===== src/rtl/fft_mem_sequencer_pkg.sv =====
// Shared types for the FFT frame sequencer: state encoding, registered select bundle
// and the decode from a state to the mux selects it owns.
package fft_mem_sequencer_pkg;

   localparam int FFT_NUM_STAGES = 12;
   localparam int SEQ_CNT_W      = 16;

   typedef enum logic [2:0] {
      SEQ_IDLE      = 3'd0,
      SEQ_RX        = 3'd1,
      SEQ_STG_SETUP = 3'd2,
      SEQ_STG_RUN   = 3'd3,
      SEQ_TX        = 3'd4
   } seq_state_e;

   typedef struct packed {
      logic axis_rx;
      logic axis_tx;
      logic rmem_id;
      logic wmem_id;
      logic busy;
   } seq_sel_t;

   localparam seq_sel_t SEQ_SEL_RESET = '{axis_rx: 1'b0, axis_tx: 1'b0, rmem_id: 1'b0,
                                          wmem_id: 1'b1, busy: 1'b0};

   // Outside the FFT stages the engine reads mem0 and writes mem1, so it can never
   // corrupt mem0 while an AXIS adapter owns it.
   function automatic seq_sel_t seq_decode(input seq_state_e st, input logic stage_lsb);
      seq_sel_t sel;
      sel      = SEQ_SEL_RESET;
      sel.busy = 1'b1;
      unique case (st)
         SEQ_IDLE:                   sel.busy    = 1'b0;
         SEQ_RX:                     sel.axis_rx = 1'b1;
         SEQ_STG_SETUP, SEQ_STG_RUN: begin
            sel.rmem_id = stage_lsb;
            sel.wmem_id = ~stage_lsb;
         end
         SEQ_TX:                     sel.axis_tx = 1'b1;
         default:                    sel.busy    = 1'b0;
      endcase
      return sel;
   endfunction

   function automatic logic seq_counts(input seq_state_e st);
      return (st == SEQ_RX) || (st == SEQ_STG_RUN) || (st == SEQ_TX);
   endfunction

endpackage


===== src/rtl/fft_mem_sequencer.sv =====
// Frame sequencer for the ping-pong FFT memory: RX -> NUM_STAGES x (setup, run) -> TX.
// Optional per-phase watchdog enabled by defining FFT_SEQ_TIMEOUT_EN.
module fft_mem_sequencer
   import fft_mem_sequencer_pkg::*;
#(
   parameter int FFT_SIZE    = 4096,
   parameter int NUM_STAGES  = FFT_NUM_STAGES,
   parameter int STAGE_W     = 4,
   parameter int TIMEOUT_CYC = 65535
) (
   input  logic               clk,
   input  logic               rst_n,
   input  logic               start,
   input  logic               rx_frame_done,
   input  logic               stage_done,
   input  logic               tx_frame_done,
   output logic               axis_rx,
   output logic               axis_tx,
   output logic               rmem_id,
   output logic               wmem_id,
   output logic               stage_start,
   output logic [STAGE_W-1:0] stage_idx,
   output logic               busy,
   output logic               frame_done,
   output logic               timeout_err
);

   if ((NUM_STAGES % 2) != 0 || NUM_STAGES < 2) begin : g_bad_stages
      $error("fft_mem_sequencer: NUM_STAGES must be even so the last stage writes mem0");
   end
   if ((1 << STAGE_W) < NUM_STAGES) begin : g_bad_stage_w
      $error("fft_mem_sequencer: STAGE_W too narrow for NUM_STAGES");
   end
   if (FFT_SIZE < 2 || (FFT_SIZE & (FFT_SIZE - 1)) != 0) begin : g_bad_size
      $error("fft_mem_sequencer: FFT_SIZE must be a power of two");
   end
   if (TIMEOUT_CYC < 1 || TIMEOUT_CYC >= (1 << SEQ_CNT_W)) begin : g_bad_timeout
      $error("fft_mem_sequencer: TIMEOUT_CYC must fit the 16-bit watchdog");
   end

   localparam logic [STAGE_W-1:0] LAST_STAGE = STAGE_W'(NUM_STAGES - 1);

   seq_state_e         state_q, state_d, phase_d;
   logic [STAGE_W-1:0] stage_idx_q, stage_idx_d;
   seq_sel_t           sel_q;
   logic               stage_start_q;
   logic               frame_done_q, frame_done_d;
   logic               timeout_fire;

   always_comb begin
      phase_d      = state_q;
      stage_idx_d  = stage_idx_q;
      frame_done_d = 1'b0;
      unique case (state_q)
         SEQ_IDLE: begin
            if (start) phase_d = SEQ_RX;
         end
         SEQ_RX: begin
            if (rx_frame_done) begin
               phase_d     = SEQ_STG_SETUP;
               stage_idx_d = '0;
            end
         end
         SEQ_STG_SETUP: begin
            phase_d = SEQ_STG_RUN;
         end
         SEQ_STG_RUN: begin
            if (stage_done) begin
               if (stage_idx_q == LAST_STAGE) begin
                  phase_d = SEQ_TX;
               end else begin
                  phase_d     = SEQ_STG_SETUP;
                  stage_idx_d = stage_idx_q + STAGE_W'(1);
               end
            end
         end
         SEQ_TX: begin
            if (tx_frame_done) begin
               phase_d      = SEQ_IDLE;
               frame_done_d = 1'b1;
            end
         end
         default: phase_d = SEQ_IDLE;
      endcase
      state_d = timeout_fire ? SEQ_IDLE : phase_d;
   end

   // Selects are registered from the next state so they settle on STG_SETUP entry;
   // stage_start fires one cycle later, in the first STG_RUN cycle.
   always_ff @(posedge clk or negedge rst_n) begin
      if (!rst_n) begin
         state_q       <= SEQ_IDLE;
         stage_idx_q   <= '0;
         sel_q         <= SEQ_SEL_RESET;
         stage_start_q <= 1'b0;
         frame_done_q  <= 1'b0;
      end else begin
         state_q       <= state_d;
         stage_idx_q   <= stage_idx_d;
         sel_q         <= seq_decode(state_d, stage_idx_d[0]);
         stage_start_q <= (state_q == SEQ_STG_SETUP);
         frame_done_q  <= frame_done_d;
      end
   end

`ifdef FFT_SEQ_TIMEOUT_EN
   logic [SEQ_CNT_W-1:0] cnt_q, cnt_d;
   logic                 timeout_err_q, timeout_err_d;

   // The watchdog only fires when no legitimate transition is already taking place.
   assign timeout_fire = seq_counts(state_q) && (cnt_q == SEQ_CNT_W'(TIMEOUT_CYC - 1)) &&
                         (phase_d == state_q);

   always_comb begin
      cnt_d         = cnt_q;
      timeout_err_d = timeout_err_q;
      if (state_d != state_q) begin
         cnt_d = '0;
      end else if (seq_counts(state_q)) begin
         cnt_d = cnt_q + SEQ_CNT_W'(1);
      end
      if (state_q == SEQ_IDLE && start) begin
         timeout_err_d = 1'b0;
      end
      if (timeout_fire) begin
         timeout_err_d = 1'b1;
      end
   end

   always_ff @(posedge clk or negedge rst_n) begin
      if (!rst_n) begin
         cnt_q         <= '0;
         timeout_err_q <= 1'b0;
      end else begin
         cnt_q         <= cnt_d;
         timeout_err_q <= timeout_err_d;
      end
   end

   assign timeout_err = timeout_err_q;
`else
   assign timeout_fire = 1'b0;
   assign timeout_err  = 1'b0;
`endif

   assign axis_rx     = sel_q.axis_rx;
   assign axis_tx     = sel_q.axis_tx;
   assign rmem_id     = sel_q.rmem_id;
   assign wmem_id     = sel_q.wmem_id;
   assign busy        = sel_q.busy;
   assign stage_start = stage_start_q;
   assign stage_idx   = stage_idx_q;
   assign frame_done  = frame_done_q;

endmodule

===== config.mk =====
export PLATFORM = sky130hd
export DESIGN_NAME = fft_mem_sequencer
export DESIGN_NICKNAME = d
export VERILOG_FILES = /design/src/rtl/fft_mem_sequencer_pkg.sv /design/src/rtl/fft_mem_sequencer.sv
export SDC_FILE = /design/constraint.sdc
export NUM_CORES = 1
export LEC_CHECK = 0
export BUFFER_PORTS_ARGS = -buffer_cell sky130_fd_sc_hd__buf_2
export CAP_MARGIN = 20
export CORE_AREA = 2 2 41 43
export CTS_CLUSTER_DIAMETER = 80
export DETAILED_ROUTE_END_ITERATION = 8
export DIE_AREA = 0 0 43 45
export GPL_ROUTABILITY_DRIVEN = 0
export GPL_TIMING_DRIVEN = 0
export MAX_ROUTING_LAYER = met4
export PLACE_DENSITY = 0.73
export REMOVE_ABC_BUFFERS = 1
export SLEW_MARGIN = 20
export SYNTH_ARGS = -nofsm -noshare
export SYNTH_HDL_FRONTEND = slang
export SYNTH_SLANG_ARGS = --single-unit

===== constraint.sdc =====
create_clock -name clk -period 1.76 [get_ports clk]
set_input_delay 0.264 -clock clk [delete_from_list [all_inputs] [get_ports clk]]
set_output_delay 0.264 -clock clk [all_outputs]
set_load 0.1 [all_outputs]

[Yosys cells after proc, flatten, opt, wreduce, memory -nomap -nowiden]
Index checks and enable logic that the tools add are counted.
Word-level totals
  logic and storage cells: 45
  bits in read-only memories: 0
  flip-flop bits (word level): 14
  output and inout port bits: 12
  memories kept: 0
  bits of input ports: 6
  bits in writable memories: 0
  bits in latches: 0
Cells by class
  order comparisons: 0
  shifts and indexed selects: 0
  reduce and logical (&&, ||, !) cells: 5
  mux-type cells: 16
  div/mod/pow operators: 0
  add/subtract/negate cells: 1
  equal/unequal tests: 12
  bitwise operators: 1
  multiply operators: 0
Operators with widths (number)
  3-bit 2-to-1 mux: 5
  3-bit case mux with 5 select lines: 1
  3-bit by 2-bit == test with 1-bit output, second input constant: 4
  4-bit 2-to-1 mux: 3
  4-bit case mux with 2 select lines: 1
  3-bit by 1-bit == test with 1-bit output, second input constant: 2
  3-bit == test, second input constant: 2
  2-bit inequality test, second input constant: 3
  1-bit 2-to-1 mux: 5
  4-bit by 1-bit adder with 4-bit output, second input constant: 1
  4-bit == test, second input constant: 1
  4-bit AND reduction: 1
  4-bit OR reduction: 1
  3-bit logical NOT: 1
  2-bit 2-to-1 mux: 1
  2-bit nonzero test: 1
  2-bit OR reduction: 1
  1-bit inverter: 1

[Logic depth before layout (Yosys ltp)]
Gate-level depths: netlist (run 1).
  depth after elaboration: 7
  mapped depth: 5
  mapped depth without buffers: 5

[Worst setup path before layout (run 1)]
OpenSTA, ideal clock, no wires.
  path type: flip-flop to flip-flop
  start: reg stage_idx_q[0] (netlist: stage_idx[0])
  end: reg sel_q, in the netlist busy
  setup time: 0.131 ns
  data arrival time: 2.015 ns
  required time: 1.629 ns
  clock period less this slack: 2.146 ns
  path buffers: 0
  path slack: -0.386 ns
  stages on the path, launching flop included: 6
  path through: dfrtp_1 ha_1 and3b_1 a211o_1 inv_1 or3_1
On the way
  longest elaborated chain between the ends: 7
  elaborated cells on any way between the ends: 10
  classes of those cells: eq/ne: 5; mux: 4; reduce/logical: 1
Ends and longest elaborated chain
  start, declared: RTL line fft_mem_sequencer.sv:44  | logic [STAGE_W-1:0] stage_idx_q, stage_idx_d;
  start signal, assigned: RTL line fft_mem_sequencer.sv:99  | stage_idx_q <= stage_idx_d;
  4-bit == test (*): RTL line fft_mem_sequencer.sv:69  | if (stage_idx_q == LAST_STAGE) begin
  3-bit 2-to-1 mux (*): RTL line fft_mem_sequencer.sv:69
  3-bit 2-to-1 mux (*): RTL line fft_mem_sequencer.sv:68  | if (stage_done) begin
  3-bit case mux with 5 select lines (*): RTL line fft_mem_sequencer.sv:54  | unique case (state_q)
  via phase_d[1]: RTL line fft_mem_sequencer.sv:43  | seq_state_e state_q, state_d, phase_d;
  3-bit == test, or another cell as far along: RTL line fft_mem_sequencer_pkg.sv:33  | unique case (st)
  4-bit OR reduction (no line) (*)
  1-bit 2-to-1 mux (*): RTL line fft_mem_sequencer_pkg.sv:33
  end signal, assigned: RTL line fft_mem_sequencer.sv:100  | sel_q <= seq_decode(state_d, stage_idx_d[0]);
  end, declared: RTL line fft_mem_sequencer.sv:45  | seq_sel_t sel_q;
The timed path passes the listed nets; every way through them passes the cells marked *.
A chain may end at the register's enable or synchronous reset.

[Worst setup path after layout (run 1)]
Same ends and word-level chain as after synthesis.

==> run_results.csv, run 1 <==
group,metric,value,unit
floorplanning,chipHeight,45,um
routing,postRouteAntennaNets,0,
grt,grt_pass1_vias,503,
synth,syn_inst,62,
worst_setup_path,path_delay_family,"simple AND/OR/NAND/NOR gates",
hold_path,min-delay-path-class,"in -> reg",
worst_setup_path,start_kind,"flop",
grt,grt_pass1_wl,2.028,mm
synth,ys_async_sr_fraction,1.000,
routing,wl,1.184,mm
worst_setup_path,path_cells,"ha_1, and3b_1, a41o_1, or3_1",
routing,firstDrtPassIters,4,
synth,synth_edf_count,0,
cts,ctsLongestPathBuffers,2,
finish,fillCellCount,144,
cts,clk_latency,280,ps
timing,drv_slew,0,
synth,yosys.area.top_type,"dfrtp_1",
synth,synth_cell_types,36,
worst_setup_path,r2r_start,"stage_idx[0]",
synth,synth_most_common_cell,"dfrtp_1",
floorplanning,row_count,14,
synth,ys_seq_area_frac,0.4930,
worst_setup_path,crit_slowest_cell,"dfrtp_1",
placement,dp.cells,90,
timing,setup_viol,0,
grt,grt_usage,0.1455,
grt,antenna_found_initial,0,
synth,synthFlopType,"dfrtp_1",
worst_setup_path,r2r-end,"busy",
finish,layout.cells.non_filler,95,
timing,finClkSkew,7.353,ps
placement,portBuffers,16,
grt,grt_max_degree,16,
hold_path,holdPathStages,2,
cts,htreeDepth,1,
finish,drive_gt1_frac,0.3165,
synth,ys_seq_elements,14,
cts,cts-root-buf,"clkbuf_4",
floorplanning,fp.dieW,43,um
finish,area_growth,15.61,%
cts,path_clk_slew,90,ps
routing,vias_per_cell,5.432,
worst_setup_path,end_kind,"flop",
timing,fmax,604.8,MHz
floorplanning,dieArea,0.001935,mm^2
synth,ys_top_cells_by_count,"13 x dfrtp_1, 4 x nand4_1, 3 x mux2i_1, 3 x nand2_1, 3 x nand2b_1",
worst_setup_path,crit_required,1920,ps
timing,hold_viol,0,
worst_setup_path,crit_fanout,6,
synth,ys_warn_count,0,
synth,synth.avg_cell_area,11.50,um^2
hold_path,holdCritStartpoint,"tx_frame_done",
placement,detailed_place_hpwl,846.6,um
hold_path,holdPathEnd,"frame_done",
floorplanning,io_pins,18,
finish,diodes,0,
grt,grt-ovfl-total,0,
cts,holdBufCountCts,1,
worst_setup_path,rrSetupSlack,110,ps
outcome,status,"finished clean",
worst_setup_path,crit_buf_inv,0,
worst_setup_path,crit_type,"reg -> reg",
flow_run,max-cap-violations,0,
synth,mappedNetlistArea,713.2,um^2
synth,synth_top_area_frac,0.4561,
finish,layout.nets,87,
synth,netlist_top_cells_area,"dfrtp_1 46%, mux2i_1 4.2%, dfstp_2 3.7%",
cts,cts_setup_buffers,0,
worst_setup_path,crit_path_max_incr_delay,440,ps
cts,cts.sinks,14,
routing,wl_per_cell,12.46,um
timing,fin_crit_sh,0.9394,
timing,rsz0062_at_grt,"no",
worst_setup_path,arrival,1810,ps
routing,drcViolationCount,0,
cts,cts-resized-gates,0,
cts,cts_buffers,3,
cts,cts_tree,"yes",
floorplanning,initial_core_util,0.4847,
routing,drt_iter0_markers,3,
worst_setup_path,ff2ff_path_depth,4,
routing,route.vias.total,516,
timing,period_needed,1653,ps
floorplanning,core_area,0.001471,mm^2
==> layer usage <==
layer,up-vias,GRT usage,wire [um]
met2,13,0.2455,542
met4,0,0.07273,18
met5,-,-,0
met1,238,0.1697,571
li1,263,-,-
met3,2,0.02400,51
==> sequential cells by signal, summed over array words and instances (netlist names) <==
register and count:
axis_rx 1, axis_tx 1, busy 1, frame_done 1, rmem_id 1, stage_idx 4, stage_start 1, state_q 3
wmem_id 1
==> how the worst max path moves through the flow <==
stage | startpoint | end | slack, ps | depth (start not counted)
after floorplan | stage_idx[0] | busy | -390 | 5
after global placement | stage_idx[0] | busy | 150 | 4
after detailed placement | stage_idx[0] | busy | 130 | 4
after CTS | stage_idx[0] | busy | 110 | 4
after global routing | stage_idx[0] | busy | 60 | 5
final | stage_idx[0] | busy | 110 | 4
==> cell type report <==
type                    instances  area [um^2]  share of cell area
clock buffers                   4        36.28             0.04401
multi-input cells              42        319.1              0.3869
inverters                       2        7.507            0.009105
repair buffers                 17        90.09              0.1093
flip-flops and latches         14        351.6              0.4264
well taps                      16        20.02             0.02428
==> layout by cell type (no fill, tap or decap), types with 2 or more instances in the layout <==
cell,synthesis,final
nand4_1,4,4
clkbuf_4,0,3
a41o_1,2,2
and2_1,2,2
nand3_1,2,2
inv_1,2,2
dfrtp_1,13,13
nand2b_1,3,3
nand2_1,3,3
mux2i_1,3,3
buf_2,1,16
==> cells by family after synthesis <==
family                     after synthesis  share of synthesized area
other                                    1                   0.005258
muxes                                    4                    0.05790
buffers and inverters                    6                    0.05965
AOI/OAI and AO/OA                        9                     0.1035
adders and majority gates                1                    0.01754
and+or+nand+nor                         27                     0.2632
DFF                                     14                     0.4930
==> stage by stage <==
stage	hold slack, ps	setup TNS [ps]	worst slack (ps)	utilization	cell area [um^2]
6_report	278.9	0	106.7	0.5604	824.5
5_1_grt	276.9	0	62.69	0.5604	824.5
4_1_cts	272.7	0	114.3	0.5604	824.5
3_5_place_dp	173.3	0	133.5	0.5289	778.2
3_3_place_gp	171.7	0	146.6	0.5289	778.2
2_1_floorplan	-31.59	-962.3	-386.4	-	678.2
Power of run 1 is left out: the tool's default activity adds up to more than one toggle a clock period on the data nets, which glitch-free logic cannot reach.
==> run 2, diff against run 1 <==
--- a/config.mk
+++ b/config.mk
@@ -7,14 +7,13 @@
 export LEC_CHECK = 0
 export BUFFER_PORTS_ARGS = -buffer_cell sky130_fd_sc_hd__buf_2
 export CAP_MARGIN = 20
-export CORE_AREA = 2 2 41 43
+export CORE_AREA = 2 2 49 51
 export CTS_CLUSTER_DIAMETER = 80
 export DETAILED_ROUTE_END_ITERATION = 8
-export DIE_AREA = 0 0 43 45
+export DIE_AREA = 0 0 51 53
 export GPL_ROUTABILITY_DRIVEN = 0
 export GPL_TIMING_DRIVEN = 0
 export MAX_ROUTING_LAYER = met4
-export PLACE_DENSITY = 0.73
 export REMOVE_ABC_BUFFERS = 1
 export SLEW_MARGIN = 20
 export SYNTH_ARGS = -nofsm -noshare
==> run 2 against run 1 <==
Non-clock buffer count did not move; clock skew fell by 3.0 ps; via count rose by 1.6%; clock-buffer cell count did not move; critical endpoint unchanged.
==> run_results.csv, run 2 (synthesized netlist as in run 1, its figures left out) <==
group,metric,value,unit
floorplanning,io_pins,18,
worst_setup_path,crit_required,1920,ps
cts,cts-resized-gates,0,
finish,multi_input_area,319.1,um^2
routing,vias_per_cell,4.897,
cts,ctsLongestPathBuffers,2,
outcome,status,"finished clean",
worst_setup_path,startpoint,"stage_idx[0]",
cts,clk_latency,280,ps
finish,regArea,351.6,um^2
worst_setup_path,ff2ff_path_depth,4,
worst_setup_path,arrival,1820,ps
cts,holdBufCountCts,1,
finish,area_growth,17.72,%
timing,hold_viol,0,
floorplanning,chipHeight,53,um
worst_setup_path,end_kind,"flop",
worst_setup_path,crit_slowest_cell,"dfrtp_1",
floorplanning,initial_core_util,0.3320,
finish,utilization,0.3908,
worst_setup_path,crit_type,"reg -> reg",
routing,drcViolationCount,0,
routing,postRouteAntennaNets,0,
timing,rsz0062_at_grt,"no",
grt,gr-usage-met2,0.1710,
floorplanning,dieArea,0.002703,mm^2
timing,worst_slack,108.2,ps
routing,wl_per_cell,12.58,um
worst_setup_path,crit_fanout,6,
grt,grt_pass1_wl,2.228,mm
routing,firstDrtPassIters,4,
finish,largest_reg_flops,4,
cts,path_clk_slew,90,ps
finish,fillCellCount,226,
grt,grt_pass1_vias,479,
timing,fin_crit_sh,0.9386,
hold_path,holdCritStartpoint,"tx_frame_done",
grt,met1_usage,0.1434,
worst_setup_path,start_kind,"flop",
flow_run,max-cap-violations,0,
finish,diodes,0,
routing,wl,1.346,mm
grt,grt-ovfl-total,0,
grt,grt_max_degree,16,
cts,cts_tree,"yes",
cts,htreeDepth,1,
worst_setup_path,r2r_start,"stage_idx[0]",
timing,fmax,605.4,MHz
grt,top_usage_layer,"met2",
floorplanning,core_area,0.002148,mm^2
timing,drv_slew,0,
finish,mostFrequentLayoutCell,"buf_2",
grt,grt_usage,0.1205,
cts,cts-root-buf,"clkbuf_4",
floorplanning,row_count,17,
placement,detailed_place_hpwl,921.2,um
routing,route.vias.total,524,
hold_path,min-delay-path-class,"in -> reg",
finish,drive_gt1_frac,0.3165,
timing,finClkSkew,4.309,ps
worst_setup_path,crit_path_max_incr_delay,440,ps
timing,setup_viol,0,
finish,layout.nets,87,
worst_setup_path,path_cells,"ha_1, and3b_1, a41o_1, or3_1",
placement,preCtsSetupSlack,120.9,ps
routing,drt_iter0_markers,2,
cts,cts_setup_buffers,0,
finish,most-common-layout-cells,"16 x buf_2, 13 x dfrtp_1, 4 x nand4_1",
hold_path,holdPathStages,2,
timing,period_needed,1652,ps
placement,portBuffers,16,
grt,antenna_found_initial,0,
cts,cts_buffers,3,
cts,cts.sinks,14,
floorplanning,fp.dieW,51,um
grt,met3_usage,0.03390,
run 2: cell counts in the layout (fill, tap and decap cells not counted):
No cell type changed its count.
run 2: path summary, 6_finish.rpt:
path,slack [ps],endpoint
max,110,busy
max reg2reg,110,busy
min reg2reg,560,stage_idx[1]
min in group asynchronous,400,stage_start
min,270,frame_done
max in group asynchronous,1070,wmem_id
run 2: final cells by class:
cell class | instances | share of cell area
Tap cell | 28 | 0.04173
Multi-Input combinational cell | 42 | 0.3800
Timing Repair Buffer | 17 | 0.1073
Clock buffer | 4 | 0.04322
Inverter | 2 | 0.008942
Sequential cell | 14 | 0.4188
run 2: layer usage:
| metal | routed length (um) | vias up | part of all wire |
|---|---|---|---|
| li1 | - | 258 | - |
| met1 | 671 | 246 | 0.50 |
| met2 | 565 | 15 | 0.42 |
| met3 | 63 | 5 | 0.047 |
| met4 | 46 | 0 | 0.034 |
| met5 | 0 | - | 0 |
run 2: metrics by stage:
step / instance area [um^2] / cells / hold WS [ps] / TNS (ps)
6_report: 839.6 / 107 / 270.1 / 0
5_1_grt: 839.6 / 107 / 264.1 / 0
4_1_cts: 839.6 / 107 / 259.2 / 0
3_5_place_dp: 793.3 / 102 / 183.6 / 0
3_3_place_gp: 793.3 / 102 / 176.0 / 0
2_1_floorplan: 678.2 / 58 / -31.59 / -962.3
run 2: worst max-delay path: cells and delay by family, from the launching register on:
family	cells	cell delay [ps]
AND/OR/NAND/NOR	2	590
flip-flops	1	440
adder cells (fa/ha/maj)	1	260
AO/OA/AOI/OAI	1	250
Power of run 2 is left out for the same reason.
==> run 3, diff against run 2 <==
--- a/config.mk
+++ b/config.mk
@@ -5,12 +5,12 @@
 export SDC_FILE = /design/constraint.sdc
 export NUM_CORES = 1
 export LEC_CHECK = 0
-export BUFFER_PORTS_ARGS = -buffer_cell sky130_fd_sc_hd__buf_2
 export CAP_MARGIN = 20
 export CORE_AREA = 2 2 49 51
 export CTS_CLUSTER_DIAMETER = 80
 export DETAILED_ROUTE_END_ITERATION = 8
 export DIE_AREA = 0 0 51 53
+export DONT_BUFFER_PORTS = 1
 export GPL_ROUTABILITY_DRIVEN = 0
 export GPL_TIMING_DRIVEN = 0
 export MAX_ROUTING_LAYER = met4
==> run 3 against run 2 <==
The run now ends with setup timing left; register-to-register slack lost 150 ps; worst hold slack got worse by 110 ps; clock-buffer cell count is the same; non-clock buffer count decreased by 15; routed wire length is 5.3% higher; cell area down 5.8%; core utilization down 2.3 points; critical path type unchanged.
==> run_results.csv, run 3 (synthesized netlist as in run 1, its figures left out) <==
group,metric,value,unit
timing,worst_slack,-40.13,ps
timing,setup_viol,1,
timing,hold_viol,0,
finish,area_growth,10.88,%
hold_path,min-delay-path-class,"in -> reg",
grt,antenna_found_initial,0,
floorplanning,io_pins,18,
flow_run,max-cap-violations,0,
floorplanning,initial_core_util,0.3320,
timing,period_needed,1800,ps
cts,cts_buffers,3,
cts,path_clk_slew,90,ps
floorplanning,core_area,0.002148,mm^2
routing,firstDrtPassIters,4,
floorplanning,dieArea,0.002703,mm^2
floorplanning,row_count,17,
finish,diodes,0,
placement,detailed_place_hpwl,960.7,um
outcome,failed_checks,"setup timing",
timing,max_slew.worst_pin.slew,873.2,ps
routing,wl_per_cell,15.40,um
finish,mostFrequentLayoutCell,"dfrtp_1",
routing,vias_per_cell,5.228,
worst_setup_path,arrival,1950,ps
worst_setup_path,startpoint,"stage_idx[0]",
timing,tns,-40.13,ps
timing,drv_slew,0,
finish,most-common-layout-cells,"9 x dfrtp_1, 4 x nand4_1",
placement,preCtsSetupSlack,-561.0,ps
cts,clk_latency,270,ps
worst_setup_path,crit_slowest_cell,"dfrtp_4",
worst_setup_path,crit_fanout,6,
cts,cts.sinks,14,
worst_setup_path,end_kind,"flop",
grt,grt_pass1_wl,2.435,mm
worst_setup_path,path_cells,"ha_4, and3b_2, a41o_1, or3_1",
outcome,status,"complete, but fails checks",
grt,grt_pass1_vias,493,
routing,drcViolationCount,0,
timing,fmax,555.5,MHz
placement,portBuffers,0,
cts,ctsLongestPathBuffers,2,
timing,fin_crit_sh,1.023,
worst_setup_path,crit_buf_inv,0,
cts,cts_tree,"yes",
worst_setup_path,start_kind,"flop",
grt,grt_max_degree,16,
worst_setup_path,crit_required,1910,ps
worst_setup_path,path_delay_family,"flip-flops",
grt,grt-ovfl-total,0,
timing,relSlewSlack,0.4183,
routing,drt_iter0_markers,4,
worst_setup_path,crit_type,"reg -> reg",
routing,route.vias.total,481,
routing,postRouteAntennaNets,0,
cts,cts-root-buf,"clkbuf_4",
cts,htreeDepth,1,
hold_path,holdCritStartpoint,"stage_done",
timing,finClkSkew,5.556,ps
worst_setup_path,crit_path_max_incr_delay,650,ps
floorplanning,chipHeight,53,um
finish,drive_gt1_frac,0.2500,
finish,largest_reg_flops,4,
finish,layout.nets,72,
routing,wl,1.417,mm
grt,grt_usage,0.1266,
worst_setup_path,r2r_start,"stage_idx[0]",
timing,rsz0062_at_grt,"yes",
floorplanning,fp.dieW,51,um
-- run 3: cell count changes in the layout (fill, tap and decap cells not counted), sizes merged --
cell  delta
buf     -15
-- run 3: layer usage --
metal	wire length, um	vias up	GRT usage
li1	-	228	-
met5	0	-	-
met3	88	2	0.03390
met1	629	239	0.1518
met2	685	12	0.2013
met4	12	0	0.05405
-- run 3: final cells by class --
class	count	area, um^2
fillers	220	1358
flip-flops and latches	14	361.6
multi-input cells	42	332.8
clock buffers	4	36.28
well taps	28	35.03
repair buffers	2	17.52
inverters	2	7.507
-- run 3: metrics by stage --
stage / std cells / util / instance area (um^2) / hold WS [ps]
finish: 92 / 0.3681 / 790.8 / 157.9
global route: 92 / 0.3681 / 790.8 / 149.4
CTS: 92 / 0.3681 / 790.8 / 157.3
detailed placement: 86 / 0.3320 / 713.2 / -31.30
global placement: 86 / 0.3320 / 713.2 / -31.32
floorplan: 58 / - / 678.2 / -31.59
-- run 3: worst paths after layout --
path | to | cells after the start | slack (ps)
max | busy | 4 | -40
min | stage_idx[1] | 2 | 160
max reg2reg | busy | 4 | -40
min reg2reg | stage_start | 1 | 660
max in group asynchronous | stage_idx[0] | 1 | 840
min in group asynchronous | stage_start | 1 | 440
-- run 3: timing repair --
action	CTS	global route
hold buffers	1	0
resized for setup	9	0
endpoints found under the hold margin	14	0
setup buffers	1	0
pin swaps	3	3
setup endpoints to repair	10	1
Power of run 3 is left out for the same reason.
